$ cat src/rtl/serial_rx_shifter_pkg.sv
`timescale 1ns/1ps
`default_nettype none
// ============================================================================
//  Module   : serial_rx_shifter_pkg
//  Purpose  : Shared types for the serial receive/transmit shifters: the
//             frame state encoding and the bit-counter width helper.
//  Revision : 1.0  initial release
// ============================================================================
package serial_rx_shifter_pkg;

   // Frame sequencing states shared by the receive and transmit shifters
   typedef enum logic [1:0] {
      ST_IDLE  = 2'd0,
      ST_SHIFT = 2'd1,
      ST_DONE  = 2'd2
   } shift_state_t;

   // Counter width able to hold every value 0..max_n inclusive
   function automatic int calc_ctr_size(input int max_n);
      return $clog2(max_n + 1);
   endfunction

endpackage
`default_nettype wire

$ cat src/rtl/serial_rx_shifter_edge_sync.sv
`timescale 1ns/1ps
`default_nettype none
// ============================================================================
//  Module   : edge_sync
//  Purpose  : Multi-stage synchroniser for an asynchronous level, plus a
//             free-running history flop that yields a rising-edge pulse.
//  Revision : 1.0  initial release
// ============================================================================
module edge_sync
   import serial_rx_shifter_pkg::*;
#(
   parameter int SYNC_STAGES = 2
) (
   input  logic i_clk,
   input  logic i_rst_n,
   input  logic i_async,
   output logic o_level,
   output logic o_rise
);

   logic [SYNC_STAGES-1:0] r_sync;
   logic                   r_hist;

   // Shift the async level through the synchroniser; history trails the last stage
   always_ff @(posedge i_clk or negedge i_rst_n) begin
      if (!i_rst_n) begin
         r_sync <= '0;
         r_hist <= 1'b0;
      end else begin
         r_sync <= {r_sync[SYNC_STAGES-2:0], i_async};
         r_hist <= r_sync[SYNC_STAGES-1];
      end
   end

   assign o_level = r_sync[SYNC_STAGES-1];
   assign o_rise  = o_level & ~r_hist;

endmodule
`default_nettype wire

$ cat src/rtl/serial_rx_shifter.sv
`timescale 1ns/1ps
`default_nettype none
// ============================================================================
//  Module   : serial_rx_shifter
//  Purpose  : Receives one frame of i_n_val bits (MSB first) from an
//             asynchronous bus clock/data pair into a right-aligned word,
//             reporting the running bit count and a one-cycle done pulse.
//  Revision : 1.0  initial release
// ============================================================================
module serial_rx_shifter
   import serial_rx_shifter_pkg::*;
#(
   parameter  int MAX_N       = 8,
   parameter  int SYNC_STAGES = 2,
   localparam int CTR_SIZE    = calc_ctr_size(MAX_N)
) (
   input  logic                i_sys_clk,
   input  logic                i_rst_n,
   input  logic                i_start,
   input  logic [CTR_SIZE-1:0] i_n_val,
   input  logic                i_bus_clk,
   input  logic                i_bus_data,
   output logic [MAX_N-1:0]    o_data_out,
   output logic [CTR_SIZE-1:0] o_bit_cnt,
   output logic                o_busy,
   output logic                o_done_sig
);

   shift_state_t        r_state;
   shift_state_t        w_state_next;
   logic [CTR_SIZE-1:0] r_n_lat;
   logic [CTR_SIZE-1:0] r_bit_cnt;
   logic [MAX_N-1:0]    r_shift;
   logic [MAX_N-1:0]    r_data_out;
   logic                r_done;

   logic                w_bus_rise;
   logic                w_bus_level_unused;
   logic                w_data_level;
   logic                w_data_rise_unused;
   logic                w_start_ok;
   logic [CTR_SIZE-1:0] w_cnt_inc;
   logic                w_last_bit;
   logic [MAX_N-1:0]    w_mask;

   edge_sync #(.SYNC_STAGES(SYNC_STAGES)) u_sync_clk (
      .i_clk   (i_sys_clk),
      .i_rst_n (i_rst_n),
      .i_async (i_bus_clk),
      .o_level (w_bus_level_unused),
      .o_rise  (w_bus_rise)
   );

   // Same depth as the clock path so the sampled bit lines up with the edge
   edge_sync #(.SYNC_STAGES(SYNC_STAGES)) u_sync_data (
      .i_clk   (i_sys_clk),
      .i_rst_n (i_rst_n),
      .i_async (i_bus_data),
      .o_level (w_data_level),
      .o_rise  (w_data_rise_unused)
   );

   assign w_start_ok = i_start && (i_n_val != '0) && (i_n_val <= CTR_SIZE'(MAX_N));
   assign w_cnt_inc  = r_bit_cnt + CTR_SIZE'(1);
   assign w_last_bit = w_bus_rise && (w_cnt_inc == r_n_lat);

   // Keep only the low r_n_lat bits of the shift register
   always_comb begin
      w_mask = '0;
      for (int i = 0; i < MAX_N; i++) begin
         w_mask[i] = (CTR_SIZE'(i) < r_n_lat);
      end
   end

   // Next-state decode for the frame sequencer
   always_comb begin
      w_state_next = r_state;
      unique case (r_state)
         ST_IDLE:  if (w_start_ok) w_state_next = ST_SHIFT;
         ST_SHIFT: if (w_last_bit) w_state_next = ST_DONE;
         ST_DONE:  w_state_next = ST_IDLE;
         default:  w_state_next = ST_IDLE;
      endcase
   end

   // Frame sequencer state register
   always_ff @(posedge i_sys_clk or negedge i_rst_n) begin
      if (!i_rst_n) begin
         r_state <= ST_IDLE;
      end else begin
         r_state <= w_state_next;
      end
   end

   // Length latch, shift register, bit counter and result/done registers
   always_ff @(posedge i_sys_clk or negedge i_rst_n) begin
      if (!i_rst_n) begin
         r_n_lat    <= '0;
         r_bit_cnt  <= '0;
         r_shift    <= '0;
         r_data_out <= '0;
         r_done     <= 1'b0;
      end else begin
         r_done <= (r_state == ST_DONE);
         if (r_state == ST_IDLE && w_start_ok) begin
            r_n_lat   <= i_n_val;
            r_bit_cnt <= '0;
            r_shift   <= '0;
         end else if (r_state == ST_SHIFT && w_bus_rise) begin
            r_shift   <= {r_shift[MAX_N-2:0], w_data_level};
            r_bit_cnt <= w_cnt_inc;
         end
         if (r_state == ST_DONE) begin
            r_data_out <= r_shift & w_mask;
         end
      end
   end

   assign o_data_out = r_data_out;
   assign o_bit_cnt  = r_bit_cnt;
   assign o_done_sig = r_done;
   // Busy covers the done cycle so it falls only after done_sig
   assign o_busy     = (r_state != ST_IDLE) || r_done;

endmodule
`default_nettype wire

$ cat config.mk
export PLATFORM = sky130hd
export DESIGN_NAME = serial_rx_shifter
export DESIGN_NICKNAME = d
export VERILOG_FILES = /design/src/rtl/serial_rx_shifter_pkg.sv /design/src/rtl/serial_rx_shifter_edge_sync.sv /design/src/rtl/serial_rx_shifter.sv
export SDC_FILE = /design/constraint.sdc
export NUM_CORES = 1
export LEC_CHECK = 0
export CAP_MARGIN = 5
export CORE_UTILIZATION = 50
export CTS_BUF_LIST = sky130_fd_sc_hd__clkbuf_4 sky130_fd_sc_hd__clkbuf_8 sky130_fd_sc_hd__clkbuf_16
export CTS_CLUSTER_DIAMETER = 120
export DETAILED_ROUTE_END_ITERATION = 8
export GPL_TIMING_DRIVEN = 0
export PLACE_DENSITY = 0.76
export SLEW_MARGIN = 5
export SYNTH_ARGS = -nofsm -noshare
export SYNTH_HDL_FRONTEND = slang
export SYNTH_SLANG_ARGS = --single-unit
$ cat constraint.sdc
create_clock -name i_sys_clk -period 4.11 [get_ports i_sys_clk]
set_input_delay 0.6165 -clock i_sys_clk [delete_from_list [all_inputs] [get_ports i_sys_clk]]
set_output_delay 0.6165 -clock i_sys_clk [all_outputs]
set_load 0.03 [all_outputs]
* Word-level counts from Yosys, hierarchy flattened
Cells that the tools add are included.
** Storage, ports and cells
- Register bits after elaboration :: 32
- Output and inout port bits :: 14
** Cells by class
- Add/subtract/negate cells :: 1
- Magnitude comparators :: 9
- Eq/ne operators :: 5
- Multiplexer cells :: 7
- Bitwise logic cells :: 3
- Reductions and logical operators :: 11
** Operator list (count)
- $lt A3 B4 Y1 const A :: 4
- $mux W8 :: 2
- $and A8 B8 Y8 :: 1
- $lt A1 B4 Y1 const A :: 2
- $lt A2 B4 Y1 const A :: 2
- $mux W4 :: 2
- $logic_and A1 B1 Y1 :: 5
- $add A4 B1 Y4 const B :: 1
- $eq A4 B4 Y1 :: 1
- $le A4 B4 Y1 const B :: 1
- $mux W2 :: 2
- $ne A2 B2 Y1 const B :: 2
- $pmux W2 S2 :: 1
- $reduce_bool A2 Y1 :: 2
- $reduce_bool A4 Y1 :: 1
- $eq A2 B1 Y1 const B :: 1
- $eq A2 B2 Y1 const B :: 1
- $logic_not A2 Y1 :: 1
- $reduce_and A2 Y1 :: 1
- $and A1 B1 Y1 :: 1
- $logic_or A1 B1 Y1 :: 1
- $not A1 Y1 :: 1

* Longest topological paths before layout
Gate-level depths: netlist of the first run.
- Word-level depth :: 5
- Depth in mapped cells :: 5
- Mapped depth without buffers :: 4

* Hierarchy
From an unflattened synthesis of the first run, not the netlist that was laid out.
** Unflattened totals
- Cells, all modules :: 123
- Area, all modules :: 1431.4 um^2
** By module, submodules not included
- serial_rx_shifter :: times used 1, cells an instance 115, area each 1253.7 um^2, sequential area each 675.6 um^2
- edge_sync :: times used 2, cells an instance 4, area each 88.8 um^2, sequential area each 75.1 um^2

* Worst setup path after synthesis of the first run
Ideal clock, no wire load.
- Path kind :: input-to-reg
- From :: input port i_n_val[2]
- To :: register r_n_lat[0]
- Library setup time :: 125 ps
- Data arrival time :: 1733 ps
- Data required time :: 3985 ps
- Slack :: 2252 ps
- Cell stages on the path :: 4
- Buffers on the path :: 1
- Cell sequence :: or4_4 -> and4_4 -> buf_6 -> mux2_4
** On the way
- Cells in the longest elaborated chain, start to end :: 4
** RTL lines
- from (decl) :: line serial_rx_shifter.sv:20 : input logic [CTR_SIZE-1:0] i_n_val,
- parallel branches: the longest is 2 deep, another holds $le A4 B4 Y1
- $logic_and A1 B1 Y1 * :: line serial_rx_shifter.sv:63 : assign w_start_ok = i_start && (i_n_val != '0) && (i_n_val <= CTR_SIZE'(MAX_N));
- $logic_and A1 B1 Y1 * :: line serial_rx_shifter.sv:105 : if (r_state == ST_IDLE && w_start_ok) begin
- to (signal assigned) :: line serial_rx_shifter.sv:106 : r_n_lat <= i_n_val;
- to (decl) :: line serial_rx_shifter.sv:31 : logic [CTR_SIZE-1:0] r_n_lat;
Mark *: on every way between the ends.
A chain may end at the register's enable or synchronous reset.

* Worst setup path after layout of the first run
- From :: register r_state[1]
- To :: output port o_busy
** On the way
- Cells in the longest elaborated chain, start to end :: 2
** RTL lines
- from (decl) :: line serial_rx_shifter.sv:29 : shift_state_t r_state;
- from (signal assigned) :: line serial_rx_shifter.sv:91 : r_state <= w_state_next;
- $reduce_bool A2 Y1 :: line serial_rx_shifter.sv:123 : assign o_busy = (r_state != ST_IDLE) || r_done;
- $logic_or A1 B1 Y1 :: line serial_rx_shifter.sv:123
- to (decl) :: line serial_rx_shifter.sv:25 : output logic o_busy,
Every way passes these cells.

==> impl_metrics.toml, run 1 <==
[pwr]
peakVddDrop_mv = 0.446
p_seq_share_pct = 43.9
powerDensity_nw_per_um2 = 689
leakage_nw = 0.747
sw_frac_of_total_pct = 37.6
internal_power_mw = 0.735
p_clk_share_pct = 16.6
power_switching_mw = 0.443
power_frac_comb_pct = 39.5

[clock_network]
holdBufCountCts = 0
cts.repair.resized = 0
cts_tree = "done"
cts_buffers = 5
htree_levels = 2
clk_latency_ns = 0.32
cts-root-buf = "clkbuf_4"
clk_pin_slew_worst_paths_ns = 0.09
cts_setup_buffers = 0
cts_sinks = 32
clockBufferDepth = 2

[synthesis]
ys_warn_count = 0
syn_inst = 130
ys_seq_area_share_pct = 57.7
yosys_register_bits = 32
syn_area_um2 = 1390
yosysUniqueCellTypes = 34
syn-num-nets = 140
avgSynthCellArea_um2 = 10.7

[floorplan]
start_util_pct = 54.6
io_pins = 23
fp.dieH_um = 54.7
dieArea_um2 = 2990
dieWidth_um = 54.7
core.rowCount = 18
core-area_um2 = 2540

[place]
hpwl_mm = 1.97
dp_cells = 182
gp_congestion = 0.780
numPortBuffers = 22

[critical_path]
cp_max_fo = 6
max_stage_delay_ns = 0.60
crit_slowest_cell = "clkdlybuf4s50_1"
cp.required_ns = 3.49
crit_arrival_ns = 1.73
path_class = "register to output pin"
path_cells = "or3_1 > clkdlybuf4s50_1"
crit_buf_inv = 1
worstSetupEndpointType = "output pin"
critPathTopFamily = "buffers and inverters"
critPathLaunchType = "register"

[sta]
setup_tns_ns = 0
max_slew_margin_pct = 54.3
slew_viol_final = 0
hold_violations = 0
rsz0062_at_grt = "false"
setup_viol = 0
clock.fmax_mhz = 426
finalClockSkew_ns = 0.00688
worst_pin_slew_ns = 0.685
fin_crit_ns = 2.35
min_period_over_period_pct = 57.1

[global_routing]
grt_max_degree = 33
grt_overflow_total = 0
grt_pass1_vias = 1000
grt_first_pass_wirelength_mm = 4.56
antenna_found_initial = 0
grtUsageTotal_pct = 22.5

[layout]
layout_common_cells = "dfrtp_1 (32), nand2_1 (31), clkdlybuf4s50_1 (21), a21oi_1 (11), clkbuf_4 (7)"
final_cells = 190
fillers = 212
area_growth_pct = 23.0
final_common_cell = "dfrtp_1"
antenna_cells = 0
nNetsFinal = 169
drive_gt1_share_pct = 10.0

[routing]
post_drt_wl_per_cell_um = 14.4
drtPass1Iterations = 4
dr_total_vias = 1055
viasPerCell = 5.55
wl_mm = 2.73
final_antenna_net_count = 0
drcViolationCount = 0
first_iter_violations = 14

[worst_hold_path]
hold_path.class = "input port to async pin"

[job]
drv_cap = 0

[run_status]
status = "finished clean"
[stage by stage]
| step | util, % | hold slack [ns] | setup WS [ns] | instance area [um2] | power [mW] |
|---|---|---|---|---|---|
| global route | 67.1 | 0.372 | 1.69 | 1710 | 1.25 |
| CTS | 67.1 | 0.333 | 1.75 | 1710 | 1.19 |
| finish | 67.1 | 0.319 | 1.76 | 1710 | 1.18 |
| detailed placement | 64.5 | 0.337 | 1.75 | 1640 | 0.987 |
| floorplan | - | 0.321 | 2.25 | 1390 | 0.818 |
| global placement | 64.7 | 0.334 | 1.77 | 1650 | 0.967 |
[path summary, 6_finish.rpt]
kind                                    endpoint  cells after the start  slack, ns             startpoint
min                                   r_n_lat[3]                      1       0.32                i_rst_n
max                                       o_busy                      2       1.76             r_state[1]
max reg2reg                           r_state[0]                      4       2.58           o_bit_cnt[0]
min reg2reg                u_sync_data.r_sync[1]                      0       0.35  u_sync_data.r_sync[0]
max in group asynchronous             r_shift[5]                      1       3.34                i_rst_n
min in group i_sys_clk     u_sync_data.r_sync[1]                      0       0.35  u_sync_data.r_sync[0]
[synth_stat cells (all sizes together)]
cell type  instances  area (um2)
or3                4        25.0
nor4bb             1        10.0
a211oi             1        7.51
xnor2              3        26.3
nor2               2        7.51
a41o               1        10.0
o21ai             10        50.0
buf                3        26.3
o21a               1        7.51
o31ai              1        7.51
clkbuf             3        11.3
inv                2        7.50
xnor3              1        22.5
nand4              2        12.5
or4                1        11.3
dfrtp             32         801
a21oi             11        55.1
nand3              4        20.0
nand4bb            1        11.3
nand2b             1        6.26
mux2               4        52.6
a31oi              1        6.26
ha                 1        12.5
o31a               1        8.76
xor2               2        17.5
nor3b              1        7.51
nand2             31         116
and4               1        11.3
nor2b              2        12.5
a21o               1        7.51
[power groups by stage]
stage / combinational, mW / clock, mW / sequential (mW)
after floorplan: 0.252 / 0 / 0.566
after global placement: 0.453 / 0 / 0.514
after detailed placement: 0.468 / 0 / 0.520
after CTS: 0.469 / 0.202 / 0.514
after global routing: 0.507 / 0.214 / 0.531
final: 0.465 / 0.195 / 0.517
[logic make-up (layout without fill, tap and decap cells)]
logic type / after synthesis / count (layout) / share of synthesized area [%]
AOI/OAI and AO/OA: 28 / 28 / 11.5
adders and majority gates: 1 / 1 / 0.901
DFF: 32 / 32 / 57.7
and+or+nand+nor: 51 / 51 / 18.1
muxes: 4 / 4 / 3.78
xor gates and xnor gates: 6 / 6 / 4.78
buffers and inverters: 8 / 38 / 3.24
[metal layers]
metal  routed length, um  track usage (%)
met1                1210             28.1
met4                  29             7.69
met3                 189             8.33
met2                1300             35.7
met5                   0                0
[sequential cells by signal, indices dropped and copies added, names as in the netlist]
name,count
o_bit_cnt,4
o_data_out,8
o_done_sig,1
r_n_lat,4
r_shift,8
r_state,2
u_sync_clk.r_hist,1
u_sync_clk.r_sync,2
u_sync_data.r_sync,2
[layout make-up]
cell class / instances / area, um2 / share of cell area (%)
repair buffers: 22 / 215 / 12.6
well taps: 30 / 37.5 / 2.20
flip-flops and latches: 32 / 801 / 46.9
plain buffers: 6 / 37.5 / 2.20
multi-input cells: 90 / 543 / 31.8
clock buffers: 8 / 66.3 / 3.88
inverters: 2 / 7.51 / 0.440
(Power assumes the default switching activity.)
==> inputs of run 2 (changes only) <==
--- a/config.mk
+++ b/config.mk
@@ -6,12 +6,12 @@
 export NUM_CORES = 1
 export LEC_CHECK = 0
 export CAP_MARGIN = 5
-export CORE_UTILIZATION = 50
+export CORE_UTILIZATION = 46
 export CTS_BUF_LIST = sky130_fd_sc_hd__clkbuf_4 sky130_fd_sc_hd__clkbuf_8 sky130_fd_sc_hd__clkbuf_16
 export CTS_CLUSTER_DIAMETER = 120
 export DETAILED_ROUTE_END_ITERATION = 8
 export GPL_TIMING_DRIVEN = 0
-export PLACE_DENSITY = 0.76
+export PLACE_DENSITY = 0.73
 export SLEW_MARGIN = 5
 export SYNTH_ARGS = -nofsm -noshare
 export SYNTH_HDL_FRONTEND = slang
==> constraint.sdc (replaced) <==
create_clock -name i_sys_clk -period 2 [get_ports i_sys_clk]
set_input_delay 0.3 -clock i_sys_clk [delete_from_list [all_inputs] [get_ports i_sys_clk]]
set_output_delay 0.3 -clock i_sys_clk [all_outputs]
set_load 0.03 [all_outputs]
==> impl_metrics.toml, run 2 (same netlist as run 1, synthesis figures left out) <==
[floorplan]
fp.dieH_um = 56.9
start_util_pct = 49.5
core.rowCount = 19
core-area_um2 = 2810
dieWidth_um = 56.9
dieArea_um2 = 3240
io_pins = 23

[layout]
fin_util_pct = 60.7
nNetsFinal = 169
drive_gt1_share_pct = 10.0
fillers = 258
layout_common_cells = "dfrtp_1 (32), nand2_1 (31), clkdlybuf4s50_1 (20), a21oi_1 (11)"
antenna_cells = 0
final_common_cell = "dfrtp_1"
area_growth_pct = 22.6

[pwr]
peakVddDrop_mv = 0.606
total_power_mw = 2.39
leakage_nw = 0.746
powerDensity_nw_per_um2 = 1400

[critical_path]
crit_path_start = "o_bit_cnt[0]"
worstSetupEndpointType = "output pin"
crit_slowest_cell = "clkdlybuf4s50_1"
rrSetupSlack_ns = 0.44
ff2ff_path_depth = 4
cp.required_ns = 1.70
crit_buf_inv = 1
critPathTopFamily = "buffers and inverters"
max_stage_delay_ns = 0.72
path_cells = "clkdlybuf4s50_1"
cp_max_fo = 5
crit_path_end = "o_bit_cnt[0]"
worstReg2RegEnd = "r_state[0]"
r2r_start = "o_bit_cnt[0]"
cp.depth = 1
critPathLaunchType = "register"
crit_arrival_ns = 1.52
path_class = "register to output pin"

[routing]
final_antenna_net_count = 0
dr_total_vias = 1063
wl_mm = 2.72
drcViolationCount = 0
post_drt_wl_per_cell_um = 14.3
viasPerCell = 5.57
first_iter_violations = 27
drtPass1Iterations = 4

[clock_network]
clockBufferDepth = 2
clk_pin_slew_worst_paths_ns = 0.11
cts_tree = "done"
htree_levels = 2
cts_sinks = 32
holdBufCountCts = 0
cts_buffers = 5
cts_setup_buffers = 0
clk_latency_ns = 0.34
cts-root-buf = "clkbuf_4"
cts.repair.resized = 1

[global_routing]
antenna_found_initial = 0
grt_first_pass_wirelength_mm = 4.68
grt_pass1_vias = 998
grt_overflow_total = 0
grtUsageTotal_pct = 19.5
grt_max_degree = 33

[sta]
max_slew_margin_pct = 53.8
clock.fmax_mhz = 548
worst_pin_slew_ns = 0.694
min_period_over_period_pct = 91.2
setup_tns_ns = 0
setup_viol = 0
hold_violations = 10
slew_viol_final = 0
finalClockSkew_ns = 0.0157
rsz0062_at_grt = "false"
timing.hold.ws_ns = -0.0171
fin_crit_ns = 1.82

[worst_hold_path]
hold_path.class = "input port to async pin"

[run_status]
status = "finished, violations left"
violations = "hold timing"

[place]
hpwl_mm = 1.92
gp_congestion = 0.842
numPortBuffers = 22

[job]
drv_cap = 0
run 2: where the power goes:
group | total (mW) | leakage, nW | switching [mW] | internal (mW)
Combinational | 0.942 | 0.292 | 0.488 | 0.454
Clock | 0.389 | 0.0380 | 0.222 | 0.167
Sequential | 1.06 | 0.416 | 0.212 | 0.848
run 2: area by class of cell:
type / count / area, um2 / area share (%)
repair buffers: 22 / 214 / 12.6
clock inverters: 2 / 10.0 / 0.588
inverters: 2 / 7.51 / 0.441
plain buffers: 6 / 37.5 / 2.20
well taps: 31 / 38.8 / 2.28
multi-input cells: 90 / 543 / 31.9
clock buffers: 6 / 51.3 / 3.01
flip-flops and latches: 32 / 801 / 47.0
run 2: worst min path at each step:
| stage | to | slack (ns) | cells after the start |
|---|---|---|---|
| after global routing | o_data_out[3] | 0.03 | 1 |
| after floorplan | o_bit_cnt[0] | 0.004 | 0 |
| after detailed placement | u_sync_data.r_sync[1] | 0.34 | 0 |
| final | o_data_out[0] | -0.02 | 1 |
| after CTS | o_data_out[0] | 0.006 | 1 |
| after global placement | u_sync_data.r_sync[1] | 0.33 | 0 |
run 2: per-layer routing:
layer  wire, um  GRT usage, %  up-vias
met3        144          6.80        6
li1           -             -      506
met5          0             0        -
met4         44          7.32        0
met1       1260          24.7      518
met2       1280          30.9       33
run 2: metrics by stage:
step	setup slack (ns)	cell area [um2]	std cells
floorplan	0.434	1390	130
global placement	-0.0224	1650	183
detailed placement	-0.0543	1640	183
CTS	0.163	1700	191
global route	0.138	1700	191
finish	0.175	1700	191
==> inputs of run 3 (changes only) <==
--- a/config.mk
+++ b/config.mk
@@ -6,12 +6,13 @@
 export NUM_CORES = 1
 export LEC_CHECK = 0
 export CAP_MARGIN = 5
-export CORE_UTILIZATION = 46
+export CORE_MARGIN = 2
+export CORE_UTILIZATION = 43
 export CTS_BUF_LIST = sky130_fd_sc_hd__clkbuf_4 sky130_fd_sc_hd__clkbuf_8 sky130_fd_sc_hd__clkbuf_16
 export CTS_CLUSTER_DIAMETER = 120
 export DETAILED_ROUTE_END_ITERATION = 8
+export DONT_BUFFER_PORTS = 1
 export GPL_TIMING_DRIVEN = 0
-export PLACE_DENSITY = 0.73
 export SLEW_MARGIN = 5
 export SYNTH_ARGS = -nofsm -noshare
 export SYNTH_HDL_FRONTEND = slang
==> impl_metrics.toml, run 3 (same netlist as run 1, synthesis figures left out) <==
[critical_path]
worstSetupEndpointType = "register"
crit_arrival_ns = 1.88
critPathLaunchType = "register"
cp.required_ns = 2.22
path_class = "register to register"
rrSetupSlack_ns = 0.34
cp_max_fo = 5
ff2ff_path_depth = 4
r2r_start = "o_bit_cnt[0]"
worstReg2RegEnd = "r_state[0]"

[clock_network]
holdBufCountCts = 4
cts_tree = "done"
clk_pin_slew_worst_paths_ns = 0.09
cts.repair.resized = 0
cts_sinks = 32
clockBufferDepth = 2
cts-root-buf = "clkbuf_4"
clk_latency_ns = 0.32
cts_buffers = 5
cts_setup_buffers = 0
htree_levels = 2

[floorplan]
io_pins = 23
fp.dieH_um = 60.8
dieWidth_um = 60.8
start_util_pct = 45.5
core-area_um2 = 3050
dieArea_um2 = 3700
core.rowCount = 20

[place]
numPortBuffers = 0
hpwl_mm = 1.88
gp_congestion = 0.771

[global_routing]
grtUsageTotal_pct = 16.1
grt_max_degree = 33
grt_first_pass_wirelength_mm = 4.25
grt_overflow_total = 0
antenna_found_initial = 0
grt_pass1_vias = 916

[worst_hold_path]
holdPathStages = 1
hp-start = "i_n_val[3]"
hold_path.class = "input port to register"
holdPathEnd = "r_n_lat[3]"

[layout]
nNetsFinal = 151
area_growth_pct = 13.3
drive_gt1_share_pct = 11.3
layout_common_cells = "dfrtp_1 (32), nand2_1 (31), a21oi_1 (11), clkbuf_4 (6)"
final_common_cell = "dfrtp_1"
antenna_cells = 0

[routing]
viasPerCell = 5.08
post_drt_wl_per_cell_um = 14.1
final_antenna_net_count = 0
wl_mm = 2.62
dr_total_vias = 944
first_iter_violations = 29
drtPass1Iterations = 4
drcViolationCount = 0

[sta]
clock.fmax_mhz = 602
rsz0062_at_grt = "false"
hold_violations = 0
setup_viol = 0
max_slew_margin_pct = 70.7
finalClockSkew_ns = 0.00464
setup_tns_ns = 0
min_period_over_period_pct = 83.1
slew_viol_final = 0
worst_pin_slew_ns = 0.439
fin_crit_ns = 1.66

[pwr]
peakVddDrop_mv = 0.716
total_power_mw = 2.31
powerDensity_nw_per_um2 = 1470
leakage_nw = 0.695

[run_status]
status = "finished clean"

[job]
drv_cap = 0
[run 3: metrics by stage]
step / setup slack (ns) / std cells / hold slack, ns / instance area (um2) / util, %
2_1_floorplan: 0.434 / 130 / 0.00441 / 1390 / -
3_3_place_gp: 0.345 / 174 / 0.00506 / 1440 / 47.3
3_5_place_dp: 0.331 / 174 / 0.00516 / 1440 / 47.3
4_1_cts: 0.319 / 186 / 0.0886 / 1570 / 51.6
5_1_grt: 0.271 / 186 / 0.0878 / 1570 / 51.6
6_report: 0.338 / 186 / 0.104 / 1570 / 51.6
[run 3: critical path: stages (launching register included)]
cell	delay [ns]
dfrtp_1	0.56
ha_1	0.32
xnor3_1	0.27
nand4_1	0.12
o31a_1	0.29
[run 3: worst max path at each step]
| stage | from | to | slack, ns | cells past startpoint |
|---|---|---|---|---|
| 6_report | o_bit_cnt[0] | r_state[0] | 0.34 | 4 |
| 5_1_grt | o_bit_cnt[0] | r_state[0] | 0.27 | 4 |
| 4_1_cts | o_bit_cnt[0] | r_state[0] | 0.32 | 4 |
| 3_5_place_dp | o_bit_cnt[0] | r_state[0] | 0.33 | 4 |
| 3_3_place_gp | o_bit_cnt[0] | r_state[0] | 0.34 | 4 |
| 2_1_floorplan | o_bit_cnt[0] | r_state[0] | 0.43 | 4 |
[run 3: where the power goes]
group	switching [mW]	internal, mW	total (mW)
sequential	0.372	0.846	1.22
combinational	0.290	0.318	0.608
clock	0.214	0.276	0.489
[run 3: layout make-up]
| cell class | count | area, um2 |
|---|---|---|
| clock buffer | 6 | 45.0 |
| multi-input combinational | 90 | 543 |
| timing repair buffer | 4 | 50.0 |
| buffer | 6 | 37.5 |
| fill | 285 | 1480 |
| inverter | 2 | 7.51 |
| clock inverter | 2 | 35.0 |
| tap | 44 | 55.1 |
| sequential | 32 | 801 |
[run 3: layer usage]
metal | part of all wire (%) | vias up | GRT usage [%] | wire length (um)
li1 | - | 469 | - | -
met1 | 46 | 438 | 20.3 | 1200
met2 | 45 | 32 | 24.7 | 1170
met3 | 8.2 | 5 | 7.25 | 215
met4 | 1.4 | 0 | 5.59 | 38
met5 | 0 | - | 0 | 0
